==> src/rtl/cpu_pkg.sv <==
// Shared core definitions: halt-instruction encodings, halt cause codes and
// the retire/halt monitor state encoding.
package cpu_pkg;

    localparam logic [31:0] INSTR_ECALL    = 32'h0000_0073;
    localparam logic [31:0] INSTR_EBREAK   = 32'h0010_0073;
    localparam logic [31:0] INSTR_JAL_SELF = 32'h0000_006F;

    typedef enum logic [1:0] {
        HALT_NONE      = 2'd0,
        HALT_ECALL     = 2'd1,
        HALT_EBREAK    = 2'd2,
        HALT_SELF_LOOP = 2'd3
    } halt_cause_e;

    typedef enum logic [1:0] {
        ST_RUN     = 2'd0,
        ST_DRAIN   = 2'd1,
        ST_DONE    = 2'd2,
        ST_TIMEOUT = 2'd3
    } halt_mon_state_e;

endpackage

==> src/rtl/sat_counter.sv <==
// Unsigned up-counter with enable and asynchronous clear; holds at all-ones
// instead of wrapping.
module sat_counter #(
    parameter int unsigned WIDTH = 32
) (
    input  logic             clk,
    input  logic             reset,
    input  logic             en,
    output logic [WIDTH-1:0] count
);

    always_ff @(posedge clk or posedge reset) begin
        if (reset)
            count <= '0;
        else if (en && (count != '1))
            count <= count + 1'b1;
    end

endmodule

==> src/rtl/retire_halt_monitor.sv <==
// Watches the retire stream for ECALL / EBREAK / jal x0,0, drains the
// pipeline, then raises a sticky cpu_finish; a watchdog forces finish.
module retire_halt_monitor
    import cpu_pkg::*;
#(
    parameter int unsigned XLEN            = 32,
    parameter int unsigned DRAIN_CYCLES    = 4,
    parameter int unsigned WATCHDOG_CYCLES = 5000
) (
    input  logic            clk,
    input  logic            reset,
    input  logic            retire_valid,
    input  logic [XLEN-1:0] retire_pc,
    input  logic [31:0]     retire_instr,
    output logic            cpu_finish,
    output logic            timeout,
    output logic [1:0]      halt_cause,
    output logic [XLEN-1:0] halt_pc,
    output logic [XLEN-1:0] cycle_count,
    output logic [XLEN-1:0] instret_count
);

    localparam bit              NO_DRAIN   = (DRAIN_CYCLES == 0);
    localparam bit              WD_ENABLE  = (WATCHDOG_CYCLES != 0);
    localparam logic [31:0]     DRAIN_LOAD = 32'(DRAIN_CYCLES - 1);
    localparam logic [XLEN-1:0] WD_LAST    = XLEN'(WATCHDOG_CYCLES - 1);

    halt_mon_state_e state, state_nxt;
    halt_cause_e     halt_code, halt_cause_q;
    logic [31:0]     drain_cnt;
    logic [XLEN-1:0] last_pc;
    logic            halt_hit, wd_expire;
    logic            cyc_en, ret_en;

    // Decode is gated by retire_valid so an undriven instr bus cannot leak in.
    always_comb begin
        halt_code = HALT_NONE;
        if (retire_valid) begin
            case (retire_instr)
                INSTR_ECALL:    halt_code = HALT_ECALL;
                INSTR_EBREAK:   halt_code = HALT_EBREAK;
                INSTR_JAL_SELF: halt_code = HALT_SELF_LOOP;
                default:        halt_code = HALT_NONE;
            endcase
        end
    end

    assign halt_hit  = (halt_code != HALT_NONE);
    assign wd_expire = WD_ENABLE && (cycle_count == WD_LAST);

    always_ff @(posedge clk or posedge reset) begin
        if (reset) begin
            state      <= ST_RUN;
            cpu_finish <= 1'b0;
        end else begin
            state      <= state_nxt;
            cpu_finish <= (state_nxt == ST_DONE) || (state_nxt == ST_TIMEOUT);
        end
    end

    // Halt takes priority over a coincident watchdog expiry.
    always_comb begin
        state_nxt = state;
        case (state)
            ST_RUN: begin
                if (halt_hit)
                    state_nxt = NO_DRAIN ? ST_DONE : ST_DRAIN;
                else if (wd_expire)
                    state_nxt = ST_TIMEOUT;
            end
            ST_DRAIN: begin
                if (drain_cnt == '0)
                    state_nxt = ST_DONE;
            end
            default: state_nxt = state;
        endcase
    end

    always_comb begin
        cyc_en = (state == ST_RUN) || (state == ST_DRAIN);
        ret_en = (state == ST_RUN) && retire_valid;
    end

    always_ff @(posedge clk or posedge reset) begin
        if (reset) begin
            drain_cnt    <= '0;
            last_pc      <= '0;
            halt_pc      <= '0;
            halt_cause_q <= HALT_NONE;
            timeout      <= 1'b0;
        end else begin
            case (state)
                ST_RUN: begin
                    if (retire_valid)
                        last_pc <= retire_pc;
                    if (halt_hit) begin
                        halt_pc      <= retire_pc;
                        halt_cause_q <= halt_code;
                        drain_cnt    <= DRAIN_LOAD;
                    end else if (wd_expire) begin
                        timeout      <= 1'b1;
                        halt_cause_q <= HALT_NONE;
                        halt_pc      <= retire_valid ? retire_pc : last_pc;
                    end
                end
                ST_DRAIN: begin
                    if (drain_cnt != '0)
                        drain_cnt <= drain_cnt - 1'b1;
                end
                default: ;
            endcase
        end
    end

    assign halt_cause = halt_cause_q;

    sat_counter #(.WIDTH(XLEN)) u_cycle_cnt (
        .clk   (clk),
        .reset (reset),
        .en    (cyc_en),
        .count (cycle_count)
    );

    sat_counter #(.WIDTH(XLEN)) u_instret_cnt (
        .clk   (clk),
        .reset (reset),
        .en    (ret_en),
        .count (instret_count)
    );

endmodule

==> config.mk <==
export PLATFORM = sky130hd
export DESIGN_NAME = retire_halt_monitor
export DESIGN_NICKNAME = d
export VERILOG_FILES = /design/src/rtl/cpu_pkg.sv /design/src/rtl/sat_counter.sv /design/src/rtl/retire_halt_monitor.sv
export SDC_FILE = /design/constraint.sdc
export NUM_CORES = 1
export LEC_CHECK = 0
export BUFFER_PORTS_ARGS = -buffer_cell sky130_fd_sc_hd__buf_4
export CAP_MARGIN = 15
export CORE_ASPECT_RATIO = 1.2
export CORE_MARGIN = 2
export CORE_UTILIZATION = 45
export DETAILED_ROUTE_END_ITERATION = 6
export GPL_TIMING_DRIVEN = 0
export PLACE_DENSITY_LB_ADDON = 0.15
export REMOVE_ABC_BUFFERS = 1
export SLEW_MARGIN = 20
export SYNTH_ARGS = -nofsm -noshare
export SYNTH_HDL_FRONTEND = slang
export SYNTH_SLANG_ARGS = --single-unit
==> constraint.sdc <==
create_clock -name clk -period 12.15 [get_ports clk]
set_clock_uncertainty 0.05 [all_clocks]
set_input_delay 2.43 -clock clk [delete_from_list [all_inputs] [get_ports clk]]
set_output_delay 2.43 -clock clk [all_outputs]
set_load 0.05 [all_outputs]
After elaboration in Yosys (flattened, before gate mapping)
Index checks and enable logic that the tools add are counted.

storage, ports and cells
  bits in writable memories = 0
  register bits after elaboration = 166
  memories kept = 0
  word-level logic and storage cells = 52
  latch bits = 0
  bits in read-only memories = 0

operators by class
  equality and inequality tests = 11
  add/sub/neg operators = 3
  $mul = 0
  reductions and logical operators = 14
  order comparisons = 0
  bitwise logic cells = 1
  div/mod/pow operators = 0
  shift-type cells = 0
  multiplexer cells = 14

operators by type and width
  kind                                                                     number
  32-bit 2-to-1 mux                                                        5
  32-bit by 1-bit adder with 32-bit output, second input constant          2
  32-bit by 7-bit equality test with 1-bit output, second input constant   2
  32-bit inequality test, second input constant                            2
  32-bit case mux with 2 select lines                                      1
  32-bit by 13-bit equality test with 1-bit output, second input constant  1
  32-bit by 21-bit equality test with 1-bit output, second input constant  1
  32-bit zero test                                                         1
  32-bit nonzero test                                                      1
  32-bit by 1-bit subtractor with 32-bit output, second input constant     1
  2-bit 2-to-1 mux                                                         6
  2-bit case mux with 3 select lines                                       1
  3-bit AND reduction                                                      2
  2-bit nonzero test                                                       3
  2-bit equality test, second input constant                               2
  2-bit case mux with 2 select lines                                       1
  1-bit logical AND                                                        3
  2-bit by 1-bit equality test with 1-bit output, second input constant    1
  2-bit zero test                                                          1
  1-bit logical OR                                                         2
  2-bit by 1-bit inequality test with 1-bit output, second input constant  1
  2-bit inequality test, second input constant                             1
  2-bit AND reduction                                                      1
  1-bit inverter                                                           1

Logic depth before layout (Yosys ltp)
Gate-level depths: netlist (run 1).

  depth after elaboration = 8
  gate-level depth with buffers = 8

Modules after synthesis
Synthesis (run 1) repeated with hierarchy kept, for this count alone.

second synthesis, totals
  cell total of the unflattened synthesis = 681
  area, all modules = 8056.5 sq um

modules (own cells, without submodules)
  module               seq. area each (sq um)  area each (sq um)  instances  cells an instance
  retire_halt_monitor  2552.4                  4933.5             1          403
  sat_counter          800.8                   1561.5             2          139

Least setup slack after synthesis (run 1)
OpenSTA, ideal clock, no wires.

  path type = input to register
  from = input port retire_valid
  to = register u_instret_cnt.count[29]
  data arrival time = 4431 ps
  data required time = 11958 ps
  stages = 7
  setup slack = 7527 ps
  path through = clkbuf_1 > or3b_2 > clkbuf_1 > or3_1 > a211oi_1 > nand4_1 > xnor2_1

on the way
  cells in the longest elaborated chain, start to end = 2

RTL lines
  element                 RTL line                   text
  start: declaration      retire_halt_monitor.sv:12  input logic retire_valid,
  1-bit logical AND       retire_halt_monitor.sv:81  ret_en = (state == ST_RUN) && retire_valid;
  1-bit logical AND       sat_counter.sv:15          else if (en && (count != '1))
  end signal: assignment  sat_counter.sv:16          count <= count + 1'b1;
  end: declaration        sat_counter.sv:9           output logic [WIDTH-1:0] count

Every way passes these cells.
A chain may end at the register's enable or synchronous reset.

Worst setup path after layout (run 1)
  from = input port retire_valid
  to = register u_instret_cnt.count[31]

Same word-level chain as after synthesis.

==> results of run 1 <==
cell type report:
class                           count  share of cell area, %
Clock buffer                       17                   4.22
Clock inverter                     15                   1.81
Inverter                            9                  0.410
Multi-Input combinational cell    554                   36.3
Sequential cell                   166                   41.2
Tap cell                          220                   2.73
Timing Repair Buffer              172                   13.3
worst reg2reg max path, stage by stage (launching register included):
cell and delay, ns:
dfrtp_1 0.52, or3b_2 0.85, or3_1 0.50, a211oi_1 0.69, nand3_1 0.19, xnor2_1 0.18
layer usage:
metal,vias up,GRT usage (%)
met4,0,6.06
li1,3029,-
met1,3093,26.9
met5,-,0
met2,141,31.8
met3,17,6.29
power by group:
part           total (W)  switching (W)  internal, W
Combinational  0.0000501      0.0000247    0.0000254
Sequential      0.000561     0.00000331     0.000558
Clock           0.000551       0.000254     0.000297
cells in the final DEF, fill, tap and decap left out, types with 3 or more instances in the layout:
cell	n
nor4_1	27
and3_1	8
nand3b_1	7
mux2i_1	6
nand2b_1	5
a21oi_1	17
nor4b_1	4
xor2_1	28
or3_1	5
ha_1	3
inv_8	8
dfrtp_1	166
nor2_1	43
nand4_1	26
xnor2_1	40
nand2_1	132
or4_1	15
buf_4	168
or2_2	8
o21ai_0	4
nand4b_1	3
and4_1	3
a31oi_1	4
nand3_1	26
mux2_2	67
inv_1	8
nor3_1	22
clkbuf_16	17
o211ai_1	5
o31ai_1	13
through the flow:
stage | hold slack [ns] | total power [W] | instance area (µm²)
final | 0.423 | 0.00116 | 10100
after CTS | 0.429 | 0.00118 | 10100
after detailed placement | 0.413 | 0.000624 | 9470
after floorplan | 0.392 | 0.000595 | 7820
after global placement | 0.406 | 0.000621 | 9350
after global routing | 0.444 | 0.00121 | 10100
sequential cells by signal (all words and copies together) (netlist names):
register	cells
cpu_finish	1
drain_cnt	32
halt_cause	2
halt_pc	32
last_pc	32
state	2
timeout	1
u_cycle_cnt.count	32
u_instret_cnt.count	32
worst max-delay path by stage:
| stage | start | endpoint | slack [ns] | depth (start not counted) |
|---|---|---|---|---|
| 5_1_grt | retire_valid | u_instret_cnt.count[31] | 6.92 | 6 |
| 6_report | retire_valid | u_instret_cnt.count[31] | 7.16 | 6 |
| 3_3_place_gp | reset | u_cycle_cnt.count[17] | 3.12 | 2 |
| 3_5_place_dp | retire_valid | u_instret_cnt.count[23] | 6.64 | 6 |
| 4_1_cts | retire_valid | u_instret_cnt.count[29] | 7.10 | 6 |
| 2_1_floorplan | reset | cpu_finish | 5.18 | 1 |
logic make-up after synthesis:
| group | after synthesis |
|---|---|
| compound gates | 58 |
| xor+xnor | 68 |
| fa+ha+maj | 3 |
| buf+inv | 38 |
| flops | 166 |
| mux | 73 |
| simple gates | 352 |
==> results.py, run 1 <==
metrics = {
    "setup_path": {
        "cp_num_buf_inv": 1,
        "rr_endpoint": "u_instret_cnt.count[31]",
        "slowest_delay_ns": 0.84,
        "end_kind": "flip-flop",
        "worstSetupPathType": "in2reg",
        "cp_top_family": "simple AND/OR/NAND/NOR gates",
        "arrival_ns": 5.25,
        "r2r_start": "state[1]",
        "critPathLaunchType": "input pin",
        "rrSetupSlack_ns": 9.06,
        "worstPathMaxFanout": 36,
        "r2r_cells": 5,
        "crit_chain": "buf_4 > or3b_2 > or3_1 > a211oi_1 > nand3_1 > xnor2_1",
        "slowest_stage": "or3b_2",
        "worstPathRequired_ns": 12.41,
    },
    "final_layout": {
        "fillers": 1504,
        "diodes": 0,
        "layout-drive-gt1-share_pct": 31.4,
        "layout.nets": 990,
        "multi_input_area_um2": 3660,
        "area_growth_pct": 26.7,
        "fin_cells": 1153,
        "utilization_pct": 57.8,
        "seq_area_um2": 4150,
    },
    "synthesis": {
        "synth.most_common_cell": "dfrtp_1",
        "yosysWarnings": 0,
        "synth_top_cell_area_share_pct": 52.2,
        "synthSimpleGateAreaFrac_pct": 22.6,
        "synth_area_leader_cell": "dfrtp_1",
        "netlist_area_um2": 7950,
        "avgSynthCellArea_um2": 10.5,
        "ys_ff_latch": 166,
        "seq_area_frac_synth_pct": 52.2,
        "synth_mux_area_share_pct": 10.2,
        "yosysUniqueCellTypes": 53,
        "synth_commonest_cells": "166 x dfrtp_1, 132 x nand2_1, 67 x mux2_2",
        "synth_compound_area_share_pct": 4.92,
        "synthAdderAreaFrac_pct": 0.472,
        "synthArstFlopShare_pct": 100,
        "synth-edff-count": 0,
        "synth_top_family_by_area": "simple AND/OR/NAND/NOR gates",
        "synth-main-ff-cell": "dfrtp_1",
        "synth-xor-area-share_pct": 7.49,
        "synth_area_leaders": "dfrtp_1 52%, mux2_2 9.5%, nand2_1 6.2%",
        "synth_cells": 758,
    },
    "route": {
        "wl_met3_um": 1080,
        "top_layer": "met4",
        "vias": 6280,
        "avgViaCountPerCell": 5.45,
        "avgRoutedWirePerCell_um": 15.8,
        "drc": 0,
        "met2_wirelength_um": 8650,
        "wl_met1_um": 8240,
        "drt_iter0_drc": 344,
        "finalWirelength_um": 18200,
        "firstDrtPassIters": 4,
        "antenna_left": 0,
    },
    "die": {
        "row_count": 53,
        "initial_core_util_pct": 45.6,
        "chipWidth_um": 125,
        "io_pins": 167,
        "die_area_um2": 18800,
        "core_region_area_um2": 17400,
        "fp.dieH_um": 150,
    },
    "timing": {
        "fin_crit_sh_pct": 41.1,
        "tightestPinTransition_ns": 0.970,
        "fin_setup_tns_ns": 0,
        "maxSlewHeadroom_pct": 35.3,
        "hold_violations": 0,
        "finalMaxSlewViolations": 0,
        "fin_crit_ns": 4.99,
        "fmax_mhz": 200,
        "rsz0062_at_grt": "no",
        "setup_violations": 0,
        "fin_ws_ns": 7.16,
    },
    "global_routing": {
        "grt_pass1_wl_um": 30600,
        "overflow": 0,
        "grt_max_degree": 94,
        "grt_pass1_vias": 6136,
        "grt_usage_pct": 20.1,
        "antenna_found_initial": 0,
    },
    "run_status": {
        "status": "complete, no violations",
    },
    "cts": {
        "post_cts_resized": 0,
        "clock-sinks": 166,
        "path_clk_slew_ns": 0.07,
        "cts.htree.levels": 4,
        "numCtsBuffers": 17,
        "tritoncts": "done",
        "cts.path.max_buffers": 2,
        "clock-root-buffer": "clkbuf_16",
        "cts_hold_buf": 0,
        "cts_setup_buffers": 0,
        "insertion_delay_ns": 0.43,
    },
    "job": {
        "drv_cap": 0,
    },
    "placement": {
        "place_congestion": 0.849,
        "portBuffers": 166,
        "hpwl_um": 12800,
        "preCtsSetupSlack_ns": 6.64,
        "dp_cells": 1121,
    },
    "min_path": {
        "whs_endpoint": "last_pc[18]",
        "worstHoldPathType": "reg2reg",
        "hold_start": "last_pc[18]",
        "min_path_cells": 2,
    },
    "pwr": {
        "leakage_nw": 4.66,
        "ir_worst_vdd_uv": 111,
        "power_density_nw_per_um2": 115,
    },
}
(Power assumes the default switching activity.)
==> run 2: changes to the inputs <==
--- a/config.mk
+++ b/config.mk
@@ -5,6 +5,7 @@
 export SDC_FILE = /design/constraint.sdc
 export NUM_CORES = 1
 export LEC_CHECK = 0
+export ABC_AREA = 1
 export BUFFER_PORTS_ARGS = -buffer_cell sky130_fd_sc_hd__buf_4
 export CAP_MARGIN = 15
 export CORE_ASPECT_RATIO = 1.2
==> constraint.sdc (replaced) <==
create_clock -name clk -period 5.2 [get_ports clk]
set_clock_uncertainty 0.05 [all_clocks]
set_input_delay 1.04 -clock clk [delete_from_list [all_inputs] [get_ports clk]]
set_output_delay 1.04 -clock clk [all_outputs]
set_load 0.05 [all_outputs]
==> run 2 against run 1 <==
Effect of this change: register-to-register slack got worse by 7.1 ns; worst setup slack worse by 5.2 ns; synthesized cell count up 86%; area after synthesis rose by 22%; clock power increased by 120%; global-route usage grew 2.9 points; sequential power rose by 140%; final cell count rose by 59%; wire length grew 42%.
==> results.py, run 2 <==
metrics = {
    "run_status": {
        "status": "complete, no violations",
    },
    "setup_path": {
        "crit_top_cell": "nand2_1",
        "worstPathRequired_ns": 5.52,
        "end_kind": "flip-flop",
        "arrival_ns": 3.56,
        "crit_chain": "ha_1 > inv_1 > nor3_1 > nand2_1 > nor2_1 > nand3b_2 > nand2_2 > nand2_1 > nand2_1",
        "worstSetupPathType": "reg2reg",
        "cp-endpoint": "halt_pc[29]",
        "r2r_cells": 9,
        "startpoint": "u_cycle_cnt.count[0]",
        "critPathLaunchType": "flip-flop",
        "worstPathMaxFanout": 37,
        "rr_endpoint": "halt_pc[29]",
        "slowest_delay_ns": 0.91,
        "slowest_stage": "nand2_2",
        "r2r_start": "u_cycle_cnt.count[0]",
        "rrSetupSlack_ns": 1.96,
    },
    "cts": {
        "clock-sinks": 166,
        "cts.path.max_buffers": 2,
        "numCtsBuffers": 17,
        "cts.htree.levels": 4,
        "insertion_delay_ns": 0.44,
        "cts_hold_buf": 0,
        "cts_setup_buffers": 0,
        "path_clk_slew_ns": 0.08,
        "clock-root-buffer": "clkbuf_16",
        "tritoncts": "done",
        "post_cts_resized": 0,
    },
    "global_routing": {
        "grtUsageMet3_pct": 4.61,
        "grt_pass1_wl_um": 43200,
        "grt_usage_pct": 23.0,
        "top_usage_layer": "met2",
        "use_met1_pct": 30.2,
        "grt_max_degree": 93,
        "grt_pass1_vias": 8758,
        "overflow": 0,
        "grt_use_met2_pct": 39.0,
        "antenna_found_initial": 0,
    },
    "synthesis": {
        "synth_top_cell_area_share_pct": 42.7,
        "seq_area_frac_synth_pct": 42.7,
        "synth_area_leader_cell": "dfrtp_1",
        "yosysUniqueCellTypes": 35,
        "synth_commonest_cells": "539 x nand2_1, 166 x dfrtp_1, 166 x nor2_1",
        "synth.most_common_cell": "nand2_1",
        "netlist_area_um2": 9740,
        "synthArstFlopShare_pct": 100,
        "synth_area_leaders": "dfrtp_1 43%, nand2_1 21%, nor2_1 6.4%",
        "ys_ff_latch": 166,
        "synth-main-ff-cell": "dfrtp_1",
        "synth-edff-count": 0,
        "avgSynthCellArea_um2": 6.90,
        "synth_cells": 1411,
        "yosysWarnings": 0,
    },
    "route": {
        "finalWirelength_um": 25800,
        "antenna_left": 0,
        "drt_iter0_drc": 679,
        "firstDrtPassIters": 6,
        "vias": 9226,
        "drc": 0,
        "avgRoutedWirePerCell_um": 14.0,
        "avgViaCountPerCell": 5.02,
    },
    "die": {
        "fp.dieH_um": 165,
        "io_pins": 167,
        "row_count": 58,
        "chipWidth_um": 138,
        "die_area_um2": 22800,
        "core_region_area_um2": 21100,
        "initial_core_util_pct": 46.1,
    },
    "min_path": {
        "worstHoldPathType": "reg2reg",
    },
    "timing": {
        "hold_slack_ns": 0.419,
        "hold_violations": 0,
        "fin_crit_ns": 3.24,
        "fmax_mhz": 308,
        "maxSlewHeadroom_pct": 37.1,
        "fin_crit_sh_pct": 62.4,
        "setup_violations": 0,
        "finalMaxSlewViolations": 0,
        "rsz0062_at_grt": "no",
        "tightestPinTransition_ns": 0.938,
    },
    "placement": {
        "portBuffers": 166,
        "hpwl_um": 18300,
        "place_congestion": 0.914,
        "dp_cells": 1805,
    },
    "final_layout": {
        "layout_commonest_cell": "nand2_1",
        "layout-drive-gt1-share_pct": 15.4,
        "mostFrequentLayoutCells": "538 x nand2_1, 166 x nor2_1, 166 x dfrtp_1, 166 x buf_4, 128 x inv_1",
        "layout.nets": 1624,
        "fin_cells": 1838,
        "fillers": 2096,
        "area_growth_pct": 20.4,
    },
    "pwr": {
        "leakage_nw": 6.21,
        "power_density_nw_per_um2": 234,
        "ir_worst_vdd_uv": 205,
        "finalPower_w": 0.00274,
    },
    "job": {
        "drv_cap": 0,
    },
}
-- run 2: changes by cell type after synthesis, sizes merged, moves of 16 or more --
cell	change
nand2	+414
inv	+131
nor2	+128
o21ai	+93
nand3	+82
mux2	-67
nor4	-26
xnor2	-26
or4	-18
buf	+16
-- run 2: kinds of logic (layout without fill, tap and decap cells) --
logic type / Yosys count / in the layout / share of synthesized area [%]
xor gates and xnor gates: 55 / 55 / 4.95
AOI/OAI and AO/OA: 101 / 101 / 5.49
DFF: 166 / 166 / 42.7
buffers and inverters: 185 / 341 / 7.94
other: 0 / 1 / 0
and+or+nand+nor: 901 / 901 / 38.6
adders and majority gates: 3 / 3 / 0.386
-- run 2: how the worst min path moves through the flow --
stage | start | end | slack (ns) | depth (start not counted)
after floorplan | last_pc[0] | last_pc[0] | 0.40 | 2
after global placement | timeout | timeout | 0.40 | 2
after detailed placement | timeout | timeout | 0.41 | 2
after CTS | timeout | timeout | 0.43 | 2
after global routing | last_pc[26] | last_pc[26] | 0.46 | 2
final | timeout | timeout | 0.42 | 2
-- run 2: final cells by class --
| cell class | instances | area [µm²] | share of cell area [%] |
|---|---|---|---|
| timing repair buffer | 169 | 1310 | 11.2 |
| clock inverter | 15 | 136 | 1.16 |
| inverter | 140 | 536 | 4.57 |
| tap | 270 | 338 | 2.88 |
| antenna | 1 | 2.50 | 0.0213 |
| multi-input combinational | 1060 | 4820 | 41.1 |
| sequential | 166 | 4150 | 35.4 |
| clock buffer | 17 | 425 | 3.63 |
-- run 2: critical path, delay by kind of cell, from the launching register on --
kind	cells	cell delay, ns
and+or+nand+nor	7	2.31
buffers and inverters	1	0.08
adders and majority gates	1	0.27
DFF	1	0.42
-- run 2: where the power goes --
part | switching, W | internal (W)
clock | 0.000591 | 0.000632
combinational | 0.000119 | 0.0000730
sequential | 0.0000147 | 0.00132
total | 0.000724 | 0.00202
-- run 2: routing by layer --
metal | up-vias | routed length, µm | share of wire (%)
met3 | 26 | 1340 | 5.2
met2 | 225 | 12500 | 49
li1 | 4700 | - | -
met5 | - | 0 | 0
met4 | 0 | 337 | 1.3
met1 | 4275 | 11600 | 45
-- run 2: through the flow --
step                instance area (µm²)  setup slack [ns]  utilization, %  TNS (ns)
finish                            11700              1.96            55.5         0
global route                      11700              1.73            55.5         0
CTS                               11700              1.96            55.5         0
detailed placement                11200              1.65            52.8         0
global placement                  11100             -2.61            52.4   -429.75
floorplan                          9490            -0.380               -    -63.08
==> run 3: changes to the inputs <==
==> constraint.sdc (replaced) <==
create_clock -name clk -period 3.3 [get_ports clk]
set_clock_uncertainty 0.05 [all_clocks]
set_input_delay 0.66 -clock clk [delete_from_list [all_inputs] [get_ports clk]]
set_output_delay 0.66 -clock clk [all_outputs]
set_load 0.05 [all_outputs]
==> run 3 against run 2 <==
Effect of this change: sequential power grew 58%; non-clock buffer count is the same; final cell count is the same; worst hold slack lost 0.13 ns; global-route usage is the same; fmax grew 6.5%; combinational power grew 58%; register-to-register slack lost 1.7 ns; flip-flop and latch count is the same; critical path depth is the same; largest power group unchanged; highest routed layer unchanged.
==> results.py, run 3 (synthesis results as in run 2) <==
metrics = {
    "run_status": {
        "status": "complete, no violations",
    },
    "cts": {
        "clock-sinks": 166,
        "clock-root-buffer": "clkbuf_16",
        "tritoncts": "done",
        "cts.htree.levels": 4,
        "cts.path.max_buffers": 2,
        "numCtsBuffers": 17,
        "path_clk_slew_ns": 0.08,
        "cts_setup_buffers": 0,
        "insertion_delay_ns": 0.44,
    },
    "route": {
        "drt_iter0_drc": 679,
        "avgViaCountPerCell": 5.01,
        "antenna_left": 0,
        "vias": 9217,
        "firstDrtPassIters": 6,
        "avgRoutedWirePerCell_um": 14.1,
        "drc": 0,
        "finalWirelength_um": 25800,
    },
    "placement": {
        "portBuffers": 166,
        "hpwl_um": 18300,
        "place_congestion": 0.914,
    },
    "global_routing": {
        "grt_pass1_vias": 8758,
        "grt_pass1_wl_um": 43200,
        "grt_usage_pct": 23.0,
        "grt_max_degree": 93,
        "antenna_found_initial": 0,
        "overflow": 0,
    },
    "final_layout": {
        "utilization_pct": 55.6,
        "layout.nets": 1624,
        "layout-drive-gt1-share_pct": 15.4,
        "area_growth_pct": 20.5,
        "mostFrequentLayoutCells": "538 x nand2_1, 166 x nor2_1, 166 x dfrtp_1, 166 x buf_4, 128 x inv_1",
        "layout_commonest_cell": "nand2_1",
        "fillers": 2096,
    },
    "die": {
        "io_pins": 167,
        "die_area_um2": 22800,
        "fp.dieH_um": 165,
        "row_count": 58,
        "chipWidth_um": 138,
        "core_region_area_um2": 21100,
        "initial_core_util_pct": 46.1,
    },
    "timing": {
        "maxSlewHeadroom_pct": 34.7,
        "fin_setup_tns_ns": 0,
        "finalMaxSlewViolations": 0,
        "setup_violations": 0,
        "tightestPinTransition_ns": 0.974,
        "fmax_mhz": 328,
        "hold_slack_ns": 0.288,
        "rsz0062_at_grt": "no",
        "fin_crit_sh_pct": 92.3,
        "hold_violations": 0,
        "fin_crit_ns": 3.04,
    },
    "setup_path": {
        "worstPathMaxFanout": 37,
        "worstSetupPathType": "reg2reg",
        "critPathLaunchType": "flip-flop",
        "arrival_ns": 3.36,
        "r2r_start": "u_cycle_cnt.count[0]",
        "end_kind": "flip-flop",
        "worstPathRequired_ns": 3.62,
        "startpoint": "u_cycle_cnt.count[0]",
    },
    "pwr": {
        "leakage_nw": 6.21,
        "power_density_nw_per_um2": 369,
        "finalPower_w": 0.00433,
        "ir_worst_vdd_uv": 321,
    },
    "min_path": {
        "worstHoldPathType": "in2async",
    },
    "job": {
        "drv_cap": 0,
    },
}
## run 3: worst paths after layout
path	to	cells after the start	slack, ns
worst min-delay path	halt_pc[25]	2	0.29
max in group asynchronous	u_instret_cnt.count[15]	3	2.08
min in group clk	timeout	2	0.42
worst max-delay path	halt_pc[29]	9	0.26
worst min register to register	timeout	2	0.42
worst max register to register	halt_pc[29]	9	0.26
## run 3: power breakdown
group,internal [W],total (W),switching [W]
Sequential,0.00207,0.00210,0.0000231
Clock,0.000996,0.00193,0.000930
Combinational,0.000115,0.000303,0.000187
## run 3: layout make-up
type,count,area (µm²),share of cell area (%)
clock buffers,17,425,3.63
clock inverters,15,136,1.16
inverters,140,536,4.56
flip-flops and latches,166,4150,35.4
repair buffers,169,1310,11.2
multi-input cells,1060,4830,41.2
well taps,270,338,2.88
diodes,1,2.50,0.0213
## run 3: stage by stage
stage	instance area [µm²]	setup slack, ns	cells
finish	11700	0.255	1838
global route	11700	0.0573	1837
CTS	11700	0.0550	1837
detailed placement	11200	0.0769	1805
global placement	11100	-4.13	1802
floorplan	9490	-1.90	1366
## run 3: worst max-delay path, cell delays in order, from the launching register on
cell,delay (ns)
dfrtp_1,0.42
ha_1,0.27
inv_1,0.08
nor3_1,0.25
nand2_1,0.08
nor2_1,0.15
nand3b_2,0.73
nand2_4,0.71
nand2_1,0.11
nand2_1,0.08
## run 3: routing by layer
metal  up-vias  track usage (%)  part of all wire (%)
li1       4696                -                     -
met1      4269             30.2                    45
met2       222             39.0                    49
met3        30             4.61                   4.9
met4         0             6.63                   1.4
met5         -                0                     0
## run 3: what timing repair did
item	4_1_cts	5_1_grt
hold endpoints to repair	0	0
endpoints found under the setup margin	0	43
resized for setup	0	2
hold buffers	0	0
